File: src/rtl/ext_pipe_pkg.sv
// rtl/ext_pipe_pkg.sv - shared op codes, widths and constants for the extender pipe
package ext_pipe_pkg;

    localparam int EXT_OP_W = 3;

    typedef enum logic [EXT_OP_W-1:0] {
        OP_ZERO  = 3'd0,
        OP_SIGN  = 3'd1,
        OP_UPPER = 3'd2,
        OP_LB    = 3'd3,
        OP_LBU   = 3'd4,
        OP_LH    = 3'd5,
        OP_LHU   = 3'd6,
        OP_LW    = 3'd7
    } ext_op_e;

    // Returned on misaligned loads and undefined op codes; sliced to DATA_W by users.
    localparam logic [63:0] ERR_VALUE = '1;

    function automatic int off_width(input int data_w);
        return $clog2(data_w / 8);
    endfunction

endpackage

File: src/rtl/ext_core.sv
// rtl/ext_core.sv - combinational immediate/load-data extend, lane select and alignment fault
module ext_core
    import ext_pipe_pkg::*;
#(
    parameter int DATA_W = 32,
    parameter int IMM_W  = 16,
    parameter int OP_W   = EXT_OP_W
) (
    input  logic [OP_W-1:0]              op,
    input  logic [IMM_W-1:0]             imm,
    input  logic [DATA_W-1:0]            mem_word,
    input  logic [off_width(DATA_W)-1:0] offset,
    output logic [DATA_W-1:0]            result,
    output logic                         fault
);

    logic [DATA_W-1:0] shifted;

    // Little-endian lane k lands in the low bits after shifting right by 8*k.
    assign shifted = mem_word >> {offset, 3'b000};

    always_comb begin
        result = ERR_VALUE[DATA_W-1:0];
        fault  = 1'b0;
        case (op)
            OP_ZERO: begin
                result             = '0;
                result[IMM_W-1:0]  = imm;
            end
            OP_SIGN: begin
                result             = {DATA_W{imm[IMM_W-1]}};
                result[IMM_W-1:0]  = imm;
            end
            OP_UPPER: begin
                result                   = '0;
                result[DATA_W-1 -: IMM_W] = imm;
            end
            OP_LB, OP_LBU: begin
                result       = {DATA_W{(op == OP_LB) && shifted[7]}};
                result[7:0]  = shifted[7:0];
            end
            OP_LH, OP_LHU: begin
                if (offset[0]) begin
                    fault = 1'b1;
                end else begin
                    result        = {DATA_W{(op == OP_LH) && shifted[15]}};
                    result[15:0]  = shifted[15:0];
                end
            end
            OP_LW: begin
                if (offset[1:0] != 2'b00) begin
                    fault = 1'b1;
                end else begin
                    result        = {DATA_W{shifted[31]}};
                    result[31:0]  = shifted[31:0];
                end
            end
            default: ;
        endcase
    end

endmodule

File: src/rtl/ext_pipe.sv
// rtl/ext_pipe.sv - valid/ready pipelined extender with flush and misalignment fault
module ext_pipe
    import ext_pipe_pkg::*;
#(
    parameter int DATA_W = 32,
    parameter int IMM_W  = 16,
    parameter int STAGES = 1,
    parameter int OP_W   = EXT_OP_W
) (
    input  logic                         clk,
    input  logic                         rst_n,
    input  logic                         flush,
    input  logic                         in_valid,
    output logic                         in_ready,
    input  logic [OP_W-1:0]              op,
    input  logic [IMM_W-1:0]             imm,
    input  logic [DATA_W-1:0]            mem_word,
    input  logic [off_width(DATA_W)-1:0] offset,
    output logic                         out_valid,
    input  logic                         out_ready,
    output logic [DATA_W-1:0]            result,
    output logic                         fault
);

    logic [STAGES-1:0] v;
    logic [STAGES-1:0] rdy;
    logic [DATA_W-1:0] data_q [STAGES];
    logic              flt_q  [STAGES];
    logic [DATA_W-1:0] core_result;
    logic              core_fault;

    ext_core #(
        .DATA_W (DATA_W),
        .IMM_W  (IMM_W),
        .OP_W   (OP_W)
    ) u_core (
        .op       (op),
        .imm      (imm),
        .mem_word (mem_word),
        .offset   (offset),
        .result   (core_result),
        .fault    (core_fault)
    );

    // Ready ripples back from the consumer: a stage can load if it is empty or drains this cycle.
    always_comb begin : ready_chain
        logic r;
        r   = out_ready;
        rdy = '0;
        for (int i = STAGES - 1; i >= 0; i--) begin
            r      = !v[i] || r;
            rdy[i] = r;
        end
    end

    always_ff @(posedge clk or negedge rst_n) begin
        if (!rst_n) begin
            v <= '0;
            for (int i = 0; i < STAGES; i++) begin
                data_q[i] <= '0;
                flt_q[i]  <= 1'b0;
            end
        end else if (flush) begin
            v <= '0;
        end else begin
            if (rdy[0]) begin
                v[0] <= in_valid;
                if (in_valid) begin
                    data_q[0] <= core_result;
                    flt_q[0]  <= core_fault;
                end
            end
            for (int i = 1; i < STAGES; i++) begin
                if (rdy[i]) begin
                    v[i] <= v[i-1];
                    if (v[i-1]) begin
                        data_q[i] <= data_q[i-1];
                        flt_q[i]  <= flt_q[i-1];
                    end
                end
            end
        end
    end

    assign in_ready  = rdy[0];
    assign out_valid = v[STAGES-1];
    assign result    = data_q[STAGES-1];
    assign fault     = flt_q[STAGES-1];

endmodule

File: config.mk
export PLATFORM = sky130hd
export DESIGN_NAME = ext_pipe
export DESIGN_NICKNAME = d
export VERILOG_FILES = /design/src/rtl/ext_pipe_pkg.sv /design/src/rtl/ext_core.sv /design/src/rtl/ext_pipe.sv
export SDC_FILE = /design/constraint.sdc
export NUM_CORES = 1
export LEC_CHECK = 0
export ABC_CLOCK_PERIOD_IN_PS = 3500
export CAP_MARGIN = 20
export CORE_ASPECT_RATIO = 1.2
export CORE_MARGIN = 5
export CORE_UTILIZATION = 47
export DETAILED_ROUTE_END_ITERATION = 7
export PLACE_DENSITY = 0.82
export SLEW_MARGIN = 20
export SYNTH_ARGS = -nofsm -noshare
export SYNTH_HDL_FRONTEND = slang
export SYNTH_SLANG_ARGS = --single-unit
File: constraint.sdc
create_clock -name clk -period 3.5 [get_ports clk]
set_clock_uncertainty 0.05 [all_clocks]
set_input_delay 0.35 -clock clk [delete_from_list [all_inputs] [get_ports clk]]
set_output_delay 0.35 -clock clk [all_outputs]
set_load 0.02 [all_outputs]
==> results.md <==
* Post-Synth Simple-Gate Area at 23.6%
* GRT Residual Overflow at 0
* Worst-Margin Slew at 0.600 ns
* Hold_buf cts at 0
* Critical-path cell list: clkdlybuf4s50_1 -> nand4bb_1 -> nand4b_1 -> nor3_4 -> a211oi_1
* Mapped Nets at 349
* Pins over their slew limit at 0
* Clock-pin slew on the worst setup and hold paths at 0.07 ns
* Synth cell types at 40
* Clk_lat worst skew at 0.29 ns
* GP Congestion at 0.926
* Die height at 87.3 um
* Tcrit/Tclk final at 63.8%
* Drt drc at 0
* Outcome: finished, final reports clean
* Post-CTS Setup Inserts at 0
* Part of the power in registers at 37.1%
* Required @ worst endpoint at 3.58 ns
* DR iter-0 viols at 237
* Vias per cell at 5.97
* TritonCTS Buffers at 5
* CP Capture Type: register
* FILL cells at 425
* Hold Crit Class: input port to asynchronous set/reset pin
* FF+latch count, synth at 34
* RSZ-0062 raised after global routing: false
* Worst Setup Start Kind: input port
* Post-CTS Resized at 0
* Minimum clock period at 2.23 ns
* Cell Area, Synth at 2340 sq um
* Finish-stage setup viols at 0
* Crit path kind: input port to register
* First-pass GRT wire length at 12,200 um
* Switch Pwr at 465 uW
* Starting Density at 48.1%
* Die ar. at 6500 sq um
* Via count at 2,583
* Crit path max-delay family: simple AND/OR/NAND/NOR gates
* H-tree Lvls at 2
* Number of synthesized flops with an enable pin at 0
* Synth async-reset ratio at 100%
* Cell leakage power at 0.00130 uW
* Nets@finish at 430
* Root buf cell: clkbuf_8
* Final ANT Viol Nets at 0
* DRT Pass-1 Iters at 5
* Share of cells above drive strength 1 at 6.17%
* Setup Total Neg Slack at 0 ns
* R2R depth at 5
* Area delta synth->final at 44.1%
* Worst Path Buf+Inv at 1
* Multiplexer area fraction after synthesis at 4.81%
* Clock network fraction of total power at 22.2%
* Final WL at 7650 um
* Post-Synth Adder-Cell Area at 0.428%
* Initial antenna violation count at 0
* Non-Filler Instances at 433
* Num rows at 28
* DP Cell Count at 425
* Final hold viol count at 0
* RR Endpoint: result[24]
* Net Sw Frac at 34.2%
* Die Wd at 74.4 um
* Clock tree buffer depth at 2
* R2R Path Start: out_valid
* Critical path's slowest cell: clkdlybuf4s50_1
* Compound-Gate Fraction of Synth Area at 26.6%
* Clock Sinks at 34
* Vias in the first global route at 2,454
* Crit path capture: result[24]
* Overall power at 1360 uW
* MaxCap Viol Count at 0
* Avg Inst Size Synth at 8.04 sq um
* Peak supply drop at 0.211 mV
* Antenna Cells at 0
* Logic pwr share at 40.7%
* Port Buf Inserts at 92
* Detailed placement HPWL at 5700 um
* CP peak stage delay at 0.85 ns
* Cells after Synth at 291
* Critical Path Source: op[2]
* Register-to-Register Setup Slack at 1.79 ns
* Number of top-level pins at 93
* Detailed-route wire length per cell at 17.7 um
* CP max FO at 17
* Core box area at 4870 sq um
* CTS tree: built
* Synth warnings at 0
* Maximum number of pins on one net before global-route repair at 45
* WP depth at 5
* WP data arrival at 2.32 ns
* P_int at 895 uW
* Max-slew headroom at 59.9%
* Most used flip-flop cell after synthesis: dfrtp_1
* FMAX at 0.448 GHz
* Post-Synth XOR/XNOR Area at 0.374%
* Largest family of logic cells by synthesized area: compound AO/OA/AOI/OAI gates
* Global Route Usage Sum at 24.1%
* PwrDens at 403 nW/um^2
* Post-synthesis sequential area ratio at 36.3%
[cell usage after synthesis, drive strengths merged, types with 3 or more instances]
cell type  number  area, sq um
clkbuf         14         52.6
dfrtp          34          851
nor2           45          171
o2bb2ai        15          131
mux2i           9         90.1
buf            13         75.1
a31oi          21          131
nand2          36          135
nor2b           3         18.8
nand3b          3         22.5
a211oi         16          120
o221ai          8         70.1
o21ai          10         50.1
nor3           17         96.4
a221oi          7         61.3
inv            15         56.3
[layout by cell type (no fill, tap or decap), drive strengths merged, types with 2 or more instances in the layout]
cell	count
a221oi	7
clkdlybuf4s50	92
nor3	17
inv	15
buf	9
nand2	36
nand3	2
a21oi	2
o21ai	10
or3	2
mux2i	9
nand3b	3
nor2	45
o2bb2ai	15
a31oi	21
o221ai	8
a211oi	16
clkbuf	7
nand2b	2
nor2b	3
nor3b	2
nand4b	2
dfrtp	34
[metal layers]
layer | up-vias | wire [um] | global-route usage [%]
met5 | - | 0 | 0
met4 | 0 | 106 | 5.99
met3 | 12 | 524 | 3.35
met2 | 114 | 4000 | 41.4
met1 | 1231 | 3030 | 31.5
li1 | 1226 | - | -
[worst min path at each step]
stage / startpoint / endpoint / cells past startpoint
4_1_cts: fault / fault / 2
6_report: rst_n / out_valid / 2
2_1_floorplan: rst_n / fault / 0
5_1_grt: rst_n / out_valid / 2
3_5_place_dp: fault / fault / 2
3_3_place_gp: fault / fault / 2
[state kept, by name, summed over array words and instances, names as in the netlist]
name and flops:
fault 1, out_valid 1, result 32
[power by group through the flow]
stage                     combinational, uW  clock, uW  sequential [uW]
after floorplan                         185          0              600
after global placement                  547          0              509
after detailed placement                554          0              513
after CTS                               556        305              505
after global routing                    594        318              516
final                                   554        301              505
[metrics by stage]
stage               util, %  cell area (sq um)  hold slack (ns)  worst slack, ns
floorplan                 -               2340          0.00441             1.73
global placement       67.4               3280            0.411             1.06
detailed placement     67.4               3280            0.411            0.999
CTS                    69.3               3370            0.427             1.29
global route           69.3               3370            0.458             1.14
finish                 69.3               3370            0.414             1.27
[worst reg2reg max path, cell delays in order (launching register included)]
cell and delay [ns]:
dfrtp_1 0.37, nor2b_1 0.16, inv_1 0.10, nand4b_1 0.16, nor3_4 0.55, a211oi_1 0.16
[area by class of cell]
cell class,instances,area [sq um],area share [%]
Clock buffer,7,86.3,2.56
Clock inverter,1,5.00,0.148
Inverter,15,56.3,1.67
Multi-Input combinational cell,215,1310,38.9
Sequential cell,34,851,25.2
Tap cell,60,75.1,2.23
Timing Repair Buffer,101,988,29.3
[cells by family after synthesis]
group                    count (synthesis)
AO/OA/AOI/OAI                           85
adder cells (fa/ha/maj)                  1
buffers and inverters                   42
AND/OR/NAND/NOR                        118
flip-flops                              34
XOR/XNOR                                 1
multiplexers                            10
(Power assumes the default switching activity.)
